File: src/rtl/dma_mc.sv
// Multi-channel DMA controller: per-channel SRC/DST/LEN/CTRL registers feeding one
// shared ARB/RD/WR engine that moves one word per arbitration round.
module dma_mc #(
    parameter int NCH = 2,
    parameter int AW  = 8,
    parameter int DW  = 32,
    parameter int LW  = 8
) (
    input  logic                                clk,
    input  logic                                rst,
    input  logic                                cfg_we,
    input  logic [((NCH > 1) ? $clog2(NCH) : 1)-1:0] cfg_ch,
    input  logic [1:0]                          cfg_reg,
    input  logic [DW-1:0]                       cfg_wdata,
    output logic                                bus_req,
    input  logic                                bus_gnt,
    output logic [AW-1:0]                       mem_addr,
    output logic                                mem_re,
    output logic                                mem_we,
    output logic [DW-1:0]                       mem_wdata,
    input  logic [DW-1:0]                       mem_rdata,
    output logic [NCH-1:0]                      busy,
    output logic [NCH-1:0]                      eop,
    output logic [NCH-1:0]                      err
);
    localparam int CW = (NCH > 1) ? $clog2(NCH) : 1;
    localparam int ALIGN = $clog2(DW / 8);
    localparam logic [AW-1:0] STEP  = AW'(DW / 8);
    localparam logic [AW-1:0] AMASK = ~((AW'(1) << ALIGN) - AW'(1));

    typedef enum logic [1:0] {ARB = 2'd0, RD = 2'd1, WR = 2'd2} state_t;

    state_t          state_q, state_d;
    logic [CW-1:0]   cur_q, cur_d, ptr_q, ptr_d, sel_s;
    logic            rd_pend_q, rd_pend_d, found_s;
    logic [DW-1:0]   hold_q, hold_d;
    logic [AW-1:0]   src_q [NCH];
    logic [AW-1:0]   src_d [NCH];
    logic [AW-1:0]   dst_q [NCH];
    logic [AW-1:0]   dst_d [NCH];
    logic [LW-1:0]   len_q [NCH];
    logic [LW-1:0]   len_d [NCH];
    // Full-width copy of the last SRC write, used as the fill pattern.
    logic [DW-1:0]   pat_q [NCH];
    logic [DW-1:0]   pat_d [NCH];
    logic [NCH-1:0]  fill_q, fill_d, busy_q, busy_d, eop_q, eop_d, err_q, err_d;

    assign busy    = busy_q;
    assign eop     = eop_q;
    assign err     = err_q;
    assign bus_req = |busy_q;

    // Round-robin pick, config register writes, and engine sequencing.
    always_comb begin
        state_d   = state_q;
        cur_d     = cur_q;
        ptr_d     = ptr_q;
        rd_pend_d = 1'b0;
        hold_d    = rd_pend_q ? mem_rdata : hold_q;
        src_d     = src_q;
        dst_d     = dst_q;
        len_d     = len_q;
        pat_d     = pat_q;
        fill_d    = fill_q;
        busy_d    = busy_q;
        err_d     = err_q;
        eop_d     = '0;
        mem_re    = 1'b0;
        mem_we    = 1'b0;
        mem_addr  = '0;
        mem_wdata = '0;
        found_s   = 1'b0;
        sel_s     = '0;

        for (int i = 0; i < NCH; i++) begin
            if (!found_s && busy_q[(int'(ptr_q) + i) % NCH]) begin
                found_s = 1'b1;
                sel_s   = CW'((int'(ptr_q) + i) % NCH);
            end
        end

        // A busy channel ignores writes, which also drops any write racing its commit.
        if (cfg_we && (int'(cfg_ch) < NCH) && !busy_q[cfg_ch]) begin
            case (cfg_reg)
                2'd0: begin
                    src_d[cfg_ch] = cfg_wdata[AW-1:0] & AMASK;
                    pat_d[cfg_ch] = cfg_wdata;
                end
                2'd1: dst_d[cfg_ch] = cfg_wdata[AW-1:0] & AMASK;
                2'd2: len_d[cfg_ch] = cfg_wdata[LW-1:0];
                2'd3: begin
                    if (cfg_wdata[0]) begin
                        if (len_q[cfg_ch] == LW'(0)) begin
                            err_d[cfg_ch] = 1'b1;
                            eop_d[cfg_ch] = 1'b1;
                        end else begin
                            busy_d[cfg_ch] = 1'b1;
                            err_d[cfg_ch]  = 1'b0;
                            fill_d[cfg_ch] = cfg_wdata[1];
                        end
                    end else begin
                        fill_d[cfg_ch] = fill_q[cfg_ch];
                    end
                end
                default: len_d[cfg_ch] = len_q[cfg_ch];
            endcase
        end else begin
            err_d = err_q;
        end

        case (state_q)
            ARB: begin
                if (found_s) begin
                    cur_d   = sel_s;
                    ptr_d   = CW'((int'(sel_s) + 1) % NCH);
                    state_d = fill_q[sel_s] ? WR : RD;
                end else begin
                    state_d = ARB;
                end
            end
            RD: begin
                mem_addr = src_q[cur_q];
                mem_re   = bus_gnt;
                if (bus_gnt) begin
                    rd_pend_d = 1'b1;
                    state_d   = WR;
                end else begin
                    state_d = RD;
                end
            end
            WR: begin
                mem_addr  = dst_q[cur_q];
                mem_we    = bus_gnt;
                // Read data arrives the cycle after the read strobe; afterwards it lives in hold_q.
                mem_wdata = fill_q[cur_q] ? pat_q[cur_q] : (rd_pend_q ? mem_rdata : hold_q);
                if (bus_gnt) begin
                    dst_d[cur_q] = dst_q[cur_q] + STEP;
                    if (!fill_q[cur_q]) begin
                        src_d[cur_q] = src_q[cur_q] + STEP;
                    end else begin
                        src_d[cur_q] = src_q[cur_q];
                    end
                    len_d[cur_q] = len_q[cur_q] - LW'(1);
                    if (len_q[cur_q] == LW'(1)) begin
                        busy_d[cur_q] = 1'b0;
                        eop_d[cur_q]  = 1'b1;
                    end else begin
                        busy_d[cur_q] = busy_q[cur_q];
                    end
                    state_d = ARB;
                end else begin
                    state_d = WR;
                end
            end
            default: state_d = ARB;
        endcase
    end

    // State and channel register update with synchronous reset.
    always_ff @(posedge clk) begin
        if (rst) begin
            state_q   <= ARB;
            cur_q     <= '0;
            ptr_q     <= '0;
            rd_pend_q <= 1'b0;
            hold_q    <= '0;
            fill_q    <= '0;
            busy_q    <= '0;
            eop_q     <= '0;
            err_q     <= '0;
            for (int i = 0; i < NCH; i++) begin
                src_q[i] <= '0;
                dst_q[i] <= '0;
                len_q[i] <= '0;
                pat_q[i] <= '0;
            end
        end else begin
            state_q   <= state_d;
            cur_q     <= cur_d;
            ptr_q     <= ptr_d;
            rd_pend_q <= rd_pend_d;
            hold_q    <= hold_d;
            fill_q    <= fill_d;
            busy_q    <= busy_d;
            eop_q     <= eop_d;
            err_q     <= err_d;
            src_q     <= src_d;
            dst_q     <= dst_d;
            len_q     <= len_d;
            pat_q     <= pat_d;
        end
    end
endmodule

File: config.mk
export PLATFORM = sky130hd
export DESIGN_NAME = dma_mc
export DESIGN_NICKNAME = d
export VERILOG_FILES = /design/src/rtl/dma_mc.sv
export SDC_FILE = /design/constraint.sdc
export NUM_CORES = 1
export LEC_CHECK = 0
export ABC_AREA = 1
export CAP_MARGIN = 20
export CORE_ASPECT_RATIO = 1.4
export CORE_MARGIN = 5
export CORE_UTILIZATION = 54
export DETAILED_ROUTE_END_ITERATION = 7
export GPL_TIMING_DRIVEN = 0
export PLACE_DENSITY = 0.8
export SETUP_SLACK_MARGIN = 0.1
export SYNTH_ARGS = -nofsm -noshare
export SYNTH_HDL_FRONTEND = slang
export SYNTH_SLANG_ARGS = --single-unit
File: constraint.sdc
create_clock -name clk -period 2 [get_ports clk]
set_input_delay 0.3 -clock clk [delete_from_list [all_inputs] [get_ports clk]]
set_output_delay 0.3 -clock clk [all_outputs]
set_load 0.05 [all_outputs]
== Word-level counts from Yosys, hierarchy flattened ==
Index checks and enable logic that the tools add are counted.
Widths: inputs -> output; s select.

* $add $sub $neg: 5
* Order comparisons: 11
* Equal/unequal tests: 7
* Mux-type cells: 97
* Bitwise operators: 11
* Reductions and logical operators: 17

{| class="wikitable"
|+ Operator list
! kind !! number
|-
| $mux 32 || 7
|-
| $mux 16 || 13
|-
| $bwmux 16 || 7
|-
| $mux 8 || 14
|-
| $bwmux 64 || 1
|-
| $mux 2 || 21
|-
| $demux 32 s1 || 1
|-
| $mux 1 || 24
|-
| $add 8x3->8 const B || 2
|-
| $demux 8 s1 || 2
|-
| $pmux 8 s2 || 1
|-
| $eq 8x1->1 const B || 1
|-
| $logic_not 8->1 || 1
|-
| $lt 1x2->1 const B || 4
|-
| $sub 8x1->8 const B || 1
|-
| $bwmux 2 || 3
|-
| $eq 2x2->1 const B || 3
|-
| $logic_and 1x1->1 || 6
|-
| $or 2x2->2 || 3
|-
| $pmux 2 s3 || 1
|-
| $reduce_and 3->1 || 2
|-
| $and 2x2->2 || 2
|-
| $eq 2x1->1 const B || 2
|-
| $ge 2x2->1 const B || 2
|-
| 14 further kinds || 24
|}

* Register bits after elaboration: 157
* Bits of input ports: 71
* Output and inout port bits: 49

== Logic depth before layout (Yosys ltp) ==
* Word-level depth: 13
* Mapped depth: 12
* Gate-level depth less buffers: 11

== Worst setup path after synthesis ==
No wires, ideal clock.

* Path kind: register to output
* From: register cur_q
* To: output mem_wdata[0]
* Arrival: 1884 ps
* Setup slack: -184 ps
* Cell stages (with the launch flop): 9
* Cells stage by stage: dfxtp_1 > inv_1 > nor2_1 > nor2_2 > inv_2 > buf_4 > buf_4 > o21ai_0 > a21oi_1

* Word-level cells in the longest chain between the ends: 6

{| class="wikitable"
|+ RTL lines
! what !! RTL line !! source
|-
| start: declaration || 34 || <nowiki>logic [CW-1:0] cur_q, cur_d, ptr_q, ptr_d, sel_s;</nowiki>
|-
| start signal: assignment || 179 || <nowiki>cur_q <= cur_d;</nowiki>
|-
| $not 1->2 (not written as such) || 135 || <nowiki>mem_wdata = fill_q[cur_q] ? pat_q[cur_q] : (rd_pend_q ? mem_rdata : hold_q);</nowiki>
|-
| $mux 32 (not written as such) (3 in series) || 135 ||
|-
| $mux 32 (*) || 135 ||
|-
| $mux 32 (*) || 111 || <nowiki>case (state_q)</nowiki>
|-
| end: declaration || 20 || <nowiki>output logic [DW-1:0] mem_wdata,</nowiki>
|}

Every way passes the cells marked *; elsewhere a longest branch is shown, timed or not. The select of a mux whose other input is x is not followed.

== Worst setup path in the final report ==
* From: register fill_q[1]
* To: output mem_wdata[31]

* Word-level cells in the longest chain between the ends: 4

{| class="wikitable"
|+ RTL lines
! what !! RTL line !! source
|-
| start: declaration || 46 || <nowiki>logic [NCH-1:0] fill_q, fill_d, busy_q, busy_d, eop_q, eop_d, err_q, err_d;</nowiki>
|-
| start signal: assignment || 183 || <nowiki>fill_q <= fill_d;</nowiki>
|-
| $mux 1 (not written as such) (2 in series) || 135 ||
|-
| $mux 32 || 135 ||
|-
| $mux 32 || 111 ||
|}

Every way passes these cells. The select of a mux whose other input is x is not followed.

==> results.py <==
metrics = {
    "global_route": {
        "grt_use_met3": 0.0640,
        "grt_use_met2": 0.539,
        "busiest_layer": "met2",
        "gr-usage-all-layers": 0.318,
        "grt_pass1_wl_um": 43700,
        "antenna_found_initial": 0,
        "gr-total-overflow": 0,
        "grt_max_degree": 17,
        "first_global_vias": 8594,
        "met1_usage": 0.362,
    },
    "sta": {
        "min_period_ns": 2.25,
        "finalSetupTns_ns": -5.90,
        "rsz0062_at_grt": "true",
        "fmax_ghz": 0.443,
        "finalSetupViolations": 45,
        "tightest_slew_ns": 0.810,
        "fin_ws_ns": -0.255,
        "hold_viol_final": 0,
        "finClkSkew_ns": 0.0104,
        "fin_crit_sh": 1.13,
        "slew_violations": 0,
        "max_slew_margin": 0.460,
    },
    "clock_network": {
        "clk_path_buf_depth": 2,
        "worstSkewPairLatency_ns": 0.43,
        "cts_tree": "built",
        "cts-buffers-inserted": 17,
        "clock-root-buffer": "clkbuf_16",
        "h-tree-depth": 4,
        "path_clk_slew_ns": 0.07,
        "clock-sinks": 157,
    },
    "yosys": {
        "synthCells": 1136,
        "synth.top_cell.area_share": 0.403,
        "syn_nets": 1215,
        "synth_top_cell_by_area": "dfxtp_1",
        "syn_area_per_cell_um2": 6.87,
        "ys_top_cells_by_count": "nand2_1, nor2_1, dfxtp_1",
        "synthArstFlopShare": 0,
        "synth.area.top_cells": "dfxtp_1, nand2_1, o21ai_0, nor2_1, a21oi_1",
        "synthDistinctLibCells": 35,
        "synth_edf_count": 0,
        "synth.most_common_cell": "nand2_1",
        "synth_seq_area_share": 0.403,
        "postSynthRegisterBits": 157,
        "yosys_warnings": 0,
        "dominantRegCellSynth": "dfxtp_1",
        "syn_area_um2": 7800,
    },
    "worst_setup_path": {
        "critPathArrivalTime_ns": 1.95,
        "timing.rr.start": "cur_q",
        "cp-end-kind": "output pin",
        "r2r-end": "src_q[12]",
        "critPathBufInv": 4,
        "rrSetupSlack_ns": -0.09,
        "cp_max_fo": 7,
        "r2r_cells": 12,
        "cp-start-kind": "flip-flop",
        "setup.worst_path.class": "flip-flop to output pin",
        "slowest_stage": "dfxtp_2",
        "max_stage_delay_ns": 0.46,
        "worst_ep_required_time_ns": 1.70,
        "cp_top_family": "buffers and inverters",
        "path_cells": "nor2_4 -> nor2_4 -> inv_4 -> buf_8 -> buf_4 -> o21ai_1 -> a21oi_1 -> buf_4",
    },
    "placed_design": {
        "dp_hpwl_um": 18400,
        "gp_congestion": 0.996,
        "dp_slack_ns": -0.939,
        "io_buffer_count": 118,
    },
    "route": {
        "drtIter0Drc": 1210,
        "wl_um": 31800,
        "dr_total_vias": 9385,
        "post-route-drc-count": 67,
        "wl_per_cell_um": 20.9,
        "dr.pass1.iters": 8,
        "ant_nets": 0,
        "post_drt_via_cell_ratio": 6.15,
    },
    "power": {
        "p_clk_frac": 0.451,
        "pwr-share-seq": 0.417,
        "netSwitchingFraction": 0.277,
        "p_per_area_nw_per_um2": 677,
        "intPower_uw": 5640,
        "p_switching_uw": 2160,
        "p_leak_uw": 0.00474,
        "pwr-share-comb": 0.132,
        "ir_worst_vdd_v": 0.000569,
    },
    "final_layout": {
        "num_antenna_cells": 0,
        "multi_input_area_um2": 4760,
        "n_fill_cell": 874,
        "seq_area_um2": 3160,
        "area_delta_synth_final_pct": 47.6,
        "nNetsFinal": 1404,
        "drive_gt1_frac": 0.272,
    },
    "run_status": {
        "run_status": "finished with violations",
        "violations": "DRC, setup timing",
    },
    "min_path": {
        "holdPathEnd": "dst_q[9]",
        "hp-class": "flip-flop to flip-flop",
        "min_path_cells": 2,
        "hp-start": "dst_q[9]",
    },
    "floorplanning": {
        "io_pins": 120,
        "rows": 52,
        "chipWidth_um": 112,
        "coreArea_um2": 14300,
        "dieArea_um2": 17000,
        "start_util": 0.545,
        "die_y_um": 152,
    },
    "run": {
        "drv_cap": 0,
    },
}
[per-layer routing]
metal  vias to the layer above  routed length, µm  share of wire
met2                       801              15100           0.47
met4                         0               2720          0.085
met3                       263               3390           0.11
li1                       4067                  -              -
met5                         -                  0              0
met1                      4254              10700           0.33
[per-stage QoR]
stage | cell area (µm²) | instances | util | hold slack (ns) | total power (µW)
6_report | 11500 | 1527 | 0.804 | 0.449 | 7800
5_1_grt | 11500 | 1527 | 0.804 | 0.472 | 7970
4_1_cts | 10800 | 1499 | 0.751 | 0.448 | 7570
3_5_place_dp | 9350 | 1443 | 0.653 | 0.432 | 4060
3_3_place_gp | 9350 | 1443 | 0.653 | 0.430 | 4050
2_1_floorplan | 7930 | 1136 | - | 0.420 | 3730
[sequential cells by signal (all words and copies together), names as in the netlist, named ones only]
| name | flops |
|---|---|
| cur_q | 1 |
| ptr_q | 1 |
| state_q | 2 |
| dst_q | 16 |
| len_q | 16 |
| pat_q | 64 |
| eop | 2 |
| fill_q | 2 |
| rd_pend_q | 1 |
| busy | 2 |
| src_q | 16 |
| hold_q | 32 |
[power groups by stage]
| stage | clock (µW) | combinational, µW | sequential [µW] |
|---|---|---|---|
| 5_1_grt | 3630 | 1080 | 3260 |
| 3_3_place_gp | 0 | 735 | 3310 |
| 3_5_place_dp | 0 | 744 | 3310 |
| 6_report | 3520 | 1030 | 3250 |
| 4_1_cts | 3460 | 862 | 3240 |
| 2_1_floorplan | 0 | 424 | 3310 |
[how the worst max path moves through the flow]
stage / endpoint / cells after the start / startpoint / slack [ns]
after CTS: mem_wdata[22] / 9 / cur_q / -0.12
final: mem_wdata[31] / 8 / fill_q[1] / -0.25
after floorplan: mem_wdata[17] / 6 / fill_q[0] / -0.18
after detailed placement: mem_addr[1] / 8 / state_q[0] / -0.94
after global placement: mem_addr[1] / 8 / state_q[0] / -0.89
after global routing: mem_addr[3] / 8 / cur_q / -0.28
[cell usage in the layout, fill, tap and decap left out, types with 22 or more instances in the layout]
| cell | netlist | final |
|---|---|---|
| a21oi_1 | 104 | 60 |
| a21oi_2 | 0 | 31 |
| buf_4 | 5 | 43 |
| buf_6 | 3 | 48 |
| clkbuf_1 | 35 | 22 |
| clkbuf_16 | 0 | 23 |
| clkdlybuf4s50_1 | 0 | 71 |
| dfxtp_1 | 157 | 152 |
| inv_1 | 72 | 62 |
| nand2_1 | 253 | 215 |
| nand2_2 | 8 | 40 |
| nand3_1 | 35 | 35 |
| nor2_1 | 171 | 167 |
| o21ai_0 | 154 | 115 |
| o21ai_2 | 5 | 24 |
[cell type report]
cell class	instances	area share
plain buffers	69	0.0559
inverters	81	0.0287
clock inverters	15	0.0175
well taps	189	0.0205
multi-input cells	829	0.414
clock buffers	17	0.0370
flip-flops and latches	157	0.274
repair buffers	170	0.152
[tightest hold or removal path, delay by kind of cell, from the launching register on]
kind	cells	cell delay (ns)
buffers and inverters	1	0.06
DFF	1	0.30
and+or+nand+nor	1	0.05
[cell families after synthesis]
kind of cell,synth area share
and+or+nand+nor,0.261
AOI/OAI and AO/OA,0.191
DFF,0.403
buffers and inverters,0.0823
muxes,0.0411
adders and majority gates,0.0128
xor gates and xnor gates,0.00882
[repair_timing]
action                                 in CTS  in global routing
endpoints found under the hold margin       0                  0
buffers inserted                           21                 26
hold buffers                                0                  0
pin swaps                                  12                 38
setup endpoints to repair                  85                 91
cloned                                      3                  3
gates resized for setup                   472                147
Power figures use the tool's default switching activity.
==> RTL change 1: new RTL, config.mk and constraints unchanged <==
Take the reset off `hold_q` and load it in a clocked block of its own.
--- a/src/rtl/dma_mc.sv
+++ b/src/rtl/dma_mc.sv
@@ -163,7 +163,6 @@
             cur_q     <= '0;
             ptr_q     <= '0;
             rd_pend_q <= 1'b0;
-            hold_q    <= '0;
             fill_q    <= '0;
             busy_q    <= '0;
             eop_q     <= '0;
@@ -179,7 +178,6 @@
             cur_q     <= cur_d;
             ptr_q     <= ptr_d;
             rd_pend_q <= rd_pend_d;
-            hold_q    <= hold_d;
             fill_q    <= fill_d;
             busy_q    <= busy_d;
             eop_q     <= eop_d;
@@ -190,5 +188,9 @@
             pat_q     <= pat_d;
         end
     end
+
+    always_ff @(posedge clk) begin
+        hold_q <= hold_d;
+    end
 endmodule
 
Check against the original RTL: no difference found for any inputs over 4 cycles, from zero or initial values and one cycle with rst high; that may be too few to reach the edited logic, so the function may still have changed.
==> RTL change 1 against the unedited design <==
  * The run ends with setup timing left
  * Power fell by 0.73%
  * Die area increased by 0.24%
  * Global-route usage down 2.7 points
  * Largest power group is now sequential cells
  * Register-to-register slack improved by 0.19 ns
  * Cell area down 3.8%
  * Sequential share of layout area up 1.0 points
  * Routed wire length down 14%
  * Critical endpoint is now mem_wdata[2]
  * Combinational power is 8% higher
  * Area after synthesis is 0.26% higher
  * Worst setup slack worse by 0.059 ns
  * Sequential cell count did not move
  * Via count decreased by 10%
==> RTL change 1: results (changes against the unedited design) <==
| Metric | Value |
|---|---|
| Outcome | `complete, but fails checks (unchanged)` |
| Failing checks | `setup timing (was DRC, setup timing)` |
| Synth top area cells | `dfxtp_1, nand2_1, o21ai_0 (unchanged)` |
| Worst slew pin tran | `0.631 ns (was 0.810 ns)` |
| CP Data Arrival Time | `2.01 ns (was 1.95 ns)` |
| # setup viols final | `38 (was 45)` |
| Slowest CP cell | `mux2_2 (was dfxtp_2)` |
| Crit-path max FO | `10 (was 7)` |
| Clock skew | `0.00967 ns (was 0.0104 ns)` |
| Met1 Use GR | `30.7% (was 36.2%)` |
| First-pass GRT wire length | `39900 um (was 43700 um)` |
| GRT met3 Usage | `5.68% (was 6.40%)` |
| GPL Wtd Cong | `0.997 (was 0.996)` |
| Fin nets | `1352 (was 1404)` |
| Layout cell share with drive strength beyond 1 | `24.6% (was 27.2%)` |
| H-tree depth | `4 (unchanged)` |
| Top delay family on crit path | `buffers and inverters (unchanged)` |
| Hold WC Path Type | `in -> reg (was reg -> reg)` |
| Drt first-iter violations | `607 (was 1210)` |
| Final TNS setup | `-7.83 ns (was -5.90 ns)` |
| GRT met2 Usage | `53.3% (was 53.9%)` |
| Gr usage total | `29.1% (was 31.8%)` |
| Largest stage delay, worst path | `0.37 ns (was 0.46 ns)` |
| Sequential area share after synthesis | `40.2% (was 40.3%)` |
| HPWL Detailed | `18100 um (was 18400 um)` |
| Vias in the first global route | `7979 (was 8594)` |
| Pleak | `4.53 nW (was 4.74 nW)` |
| Setup WS post-layout | `-0.314 ns (was -0.255 ns)` |
| Most frequent cells after synthesis | `nand2_1, dfxtp_1, nor2_1 (was nand2_1, nor2_1, dfxtp_1)` |
| Routed vias | `8436 (was 9385)` |
RTL change 1: final cells by class:
class | instances | share of cell area [%]
Buffer | 66 | 5.36
Clock buffer | 18 | 3.88
Clock inverter | 14 | 1.33
Inverter | 86 | 3.08
Multi-Input combinational cell | 792 | 41.6
Sequential cell | 157 | 28.4
Tap cell | 189 | 2.14
Timing Repair Buffer | 153 | 14.2
RTL change 1: logic make-up (layout without fill, tap and decap cells):
| logic type | Yosys count | after routing | share of synthesized area, % |
|---|---|---|---|
| flops | 157 | 157 | 40.2 |
| compound gates | 252 | 252 | 17.7 |
| mux | 32 | 32 | 4.61 |
| buf+inv | 152 | 337 | 8.98 |
| fa+ha+maj | 8 | 8 | 1.28 |
| simple gates | 493 | 493 | 26.3 |
| xor+xnor | 7 | 7 | 0.880 |
RTL change 1: through the flow:
stage	setup slack [ns]	utilization (%)	area (um2)	std cells
after floorplan	-0.169	-	7950	1101
after global placement	-0.821	65.4	9370	1408
after detailed placement	-0.835	65.4	9370	1408
after CTS	-0.272	72.0	10300	1455
after global routing	-0.325	77.4	11100	1475
final	-0.314	77.4	11100	1475
RTL change 1: repair_timing:
| item | CTS | global route |
|---|---|---|
| setup buffers | 14 | 16 |
| gates resized for setup | 383 | 143 |
| pin swaps | 8 | 20 |
| gates cloned | 1 | 4 |
| setup endpoints to repair | 74 | 81 |
RTL change 1: worst paths after layout:
check	slack (ns)	to	cells past startpoint	from
setup / recovery	-0.31	mem_wdata[2]	6	rd_pend_q$_SDFF_PP0_
hold / removal	0.37	dst_q[0]$_SDFF_PP0_	4	cfg_ch
setup reg to reg	0.10	len_q[10]$_SDFF_PP0_	12	cur_q$_SDFFE_PP0P_
hold reg to reg	0.45	dst_q[0]$_SDFF_PP0_	2	dst_q[0]$_SDFF_PP0_
RTL change 1: worst register-to-register path, cell delays in order (launching register included):
cell     delay [ns]
dfxtp_2        0.32
buf_8          0.14
buf_4          0.15
buf_12         0.14
buf_12         0.14
o21ai_4        0.18
inv_2          0.08
ha_4           0.17
inv_4          0.07
xor2_1         0.19
or2_0          0.15
nand3_1        0.08
inv_1          0.06
RTL change 1: metal layers:
metal  share of wire (%)  vias up
li1                    -     3939
met1                  35     3866
met2                  51      488
met3                 8.0      143
met4                 6.4        0
met5                   0        -
RTL change 1: where the power goes:
group | total [mW] | internal, mW | switching (mW)
Clock | 3.24 | 1.77 | 1.47
Sequential | 3.39 | 3.32 | 0.0740
Combinational | 1.11 | 0.485 | 0.625
==> RTL change 2: new RTL, config.mk and constraints unchanged <==
Made on the original files. Set the parameter `AW` to 7 (it was 8).
--- a/src/rtl/dma_mc.sv
+++ b/src/rtl/dma_mc.sv
@@ -2,7 +2,7 @@
 // shared ARB/RD/WR engine that moves one word per arbitration round.
 module dma_mc #(
     parameter int NCH = 2,
-    parameter int AW  = 8,
+    parameter int AW  = 7,
     parameter int DW  = 32,
     parameter int LW  = 8
 ) (
Interface: changed (resized mem_addr); port bits go from 120 to 119. No check against the original RTL was run, so the function may have changed too.
==> RTL change 2 against the unedited design <==
  * The run ends with setup timing left
  * Critical path depth increased by 2
  * Sequential cell count is 4 lower
  * Power is 5.6% lower
  * Cell area decreased by 0.35%
  * Routed wire length decreased by 7.9%
  * Area after synthesis grew 1.0%
  * Clock skew decreased by 0.0027 ns
  * Register-to-register slack gained 0.16 ns
  * Clock power is 10% lower
  * Worst setup slack got worse by 0.068 ns
  * Largest cell class unchanged
==> RTL change 2: results (changes against the unedited design) <==
| Metric | Value |
|---|---|
| HPWL Detailed | `18800 um (was 18400 um)` |
| Outcome | `complete, but fails checks (unchanged)` |
| Final TNS setup | `-7.94 ns (was -5.90 ns)` |
| # setup viols final | `39 (was 45)` |
| Dpl cell area | `9580 um2 (was 9350 um2)` |
| Sw Share | `28.2% (was 27.7%)` |
| Top flop regs | `pat_q (64), hold_q (32), len_q (16) (was pat_q (64), hold_q (32))` |
| Max VDD drop | `0.469 mV (was 0.569 mV)` |
| Post-Syn Instances | `1183 (was 1136)` |
| Drt first-iter violations | `664 (was 1210)` |
| Routed WL | `29300 um (was 31800 um)` |
| Met2 WL | `14900 um (was 15100 um)` |
| Pleak | `4.81 nW (was 4.74 nW)` |
| GRT met2 Usage | `54.2% (was 53.9%)` |
| Vias in the first global route | `8658 (was 8594)` |
| Sequential area share after synthesis | `38.9% (was 40.3%)` |
| DP Cell Count | `1490 (was 1443)` |
| Routed vias | `8851 (was 9385)` |
| Fin nets | `1439 (was 1404)` |
| GRT met3 Usage | `8.78% (was 6.40%)` |
| Setup WS post-layout | `-0.323 ns (was -0.255 ns)` |
| Clock skew | `0.00768 ns (was 0.0104 ns)` |
| Most frequent cells after synthesis | `nand2_1, nor2_1, dfxtp_1 (unchanged)` |
| Met1 Use GR | `31.9% (was 36.2%)` |
| Failing checks | `setup timing (was DRC, setup timing)` |
| Worst slew pin tran | `0.658 ns (was 0.810 ns)` |
| Dpl ws | `-0.943 ns (was -0.939 ns)` |
| Gr usage total | `31.1% (was 31.8%)` |
| Met1 wire length | `10300 um (was 10700 um)` |
-- RTL change 2: cells by family after synthesis --
kind of cell               synth area share (%)
and+or+nand+nor                            29.2
AOI/OAI and AO/OA                          16.9
buffers and inverters                      9.02
DFF                                        38.9
muxes                                      4.07
adders and majority gates                  1.27
xor gates and xnor gates                  0.667
-- RTL change 2: critical path: stages, from the launching register on --
cell	delay, ns
dfxtp_2	0.33
buf_12	0.15
inv_12	0.07
nor2_4	0.05
nor2_4	0.13
inv_4	0.07
buf_12	0.15
buf_12	0.13
o21ai_2	0.26
a21oi_4	0.07
buf_6	0.17
-- RTL change 2: layout make-up --
type | instances | area, um2
clock buffer | 17 | 425
clock inverter | 14 | 138
tap | 189 | 236
timing repair buffer | 159 | 1680
multi-input combinational | 871 | 5000
buffer | 65 | 538
sequential | 153 | 3070
fill | 951 | 2910
inverter | 93 | 378
-- RTL change 2: path summary, 6_finish.rpt --
path,depth (start not counted),slack [ns],endpoint,start
worst max-delay path,10,-0.32,mem_wdata[17],cur_q$_SDFFE_PP0P_
worst min-delay path,2,0.45,dst_q[7]$_SDFF_PP0_,dst_q[7]$_SDFF_PP0_
worst max register to register,13,0.07,len_q[6]$_SDFF_PP0_,cur_q$_SDFFE_PP0P_
worst min register to register,2,0.45,dst_q[7]$_SDFF_PP0_,dst_q[7]$_SDFF_PP0_
-- RTL change 2: power by group through the flow --
stage               registers, mW  logic, mW  clock network [mW]
floorplan                    3.22      0.458                   0
global placement             3.22      0.783                   0
detailed placement           3.22      0.789                   0
CTS                          3.16      0.927                3.15
global route                 3.16       1.12                3.30
finish                       3.16       1.05                3.16
-- RTL change 2: what timing repair did --
action	4_1_cts	5_1_grt
setup endpoints to repair	69	108
buffers inserted	25	9
gates cloned	5	3
resized for setup	442	127
hold endpoints to repair	0	0
pin swaps	30	40
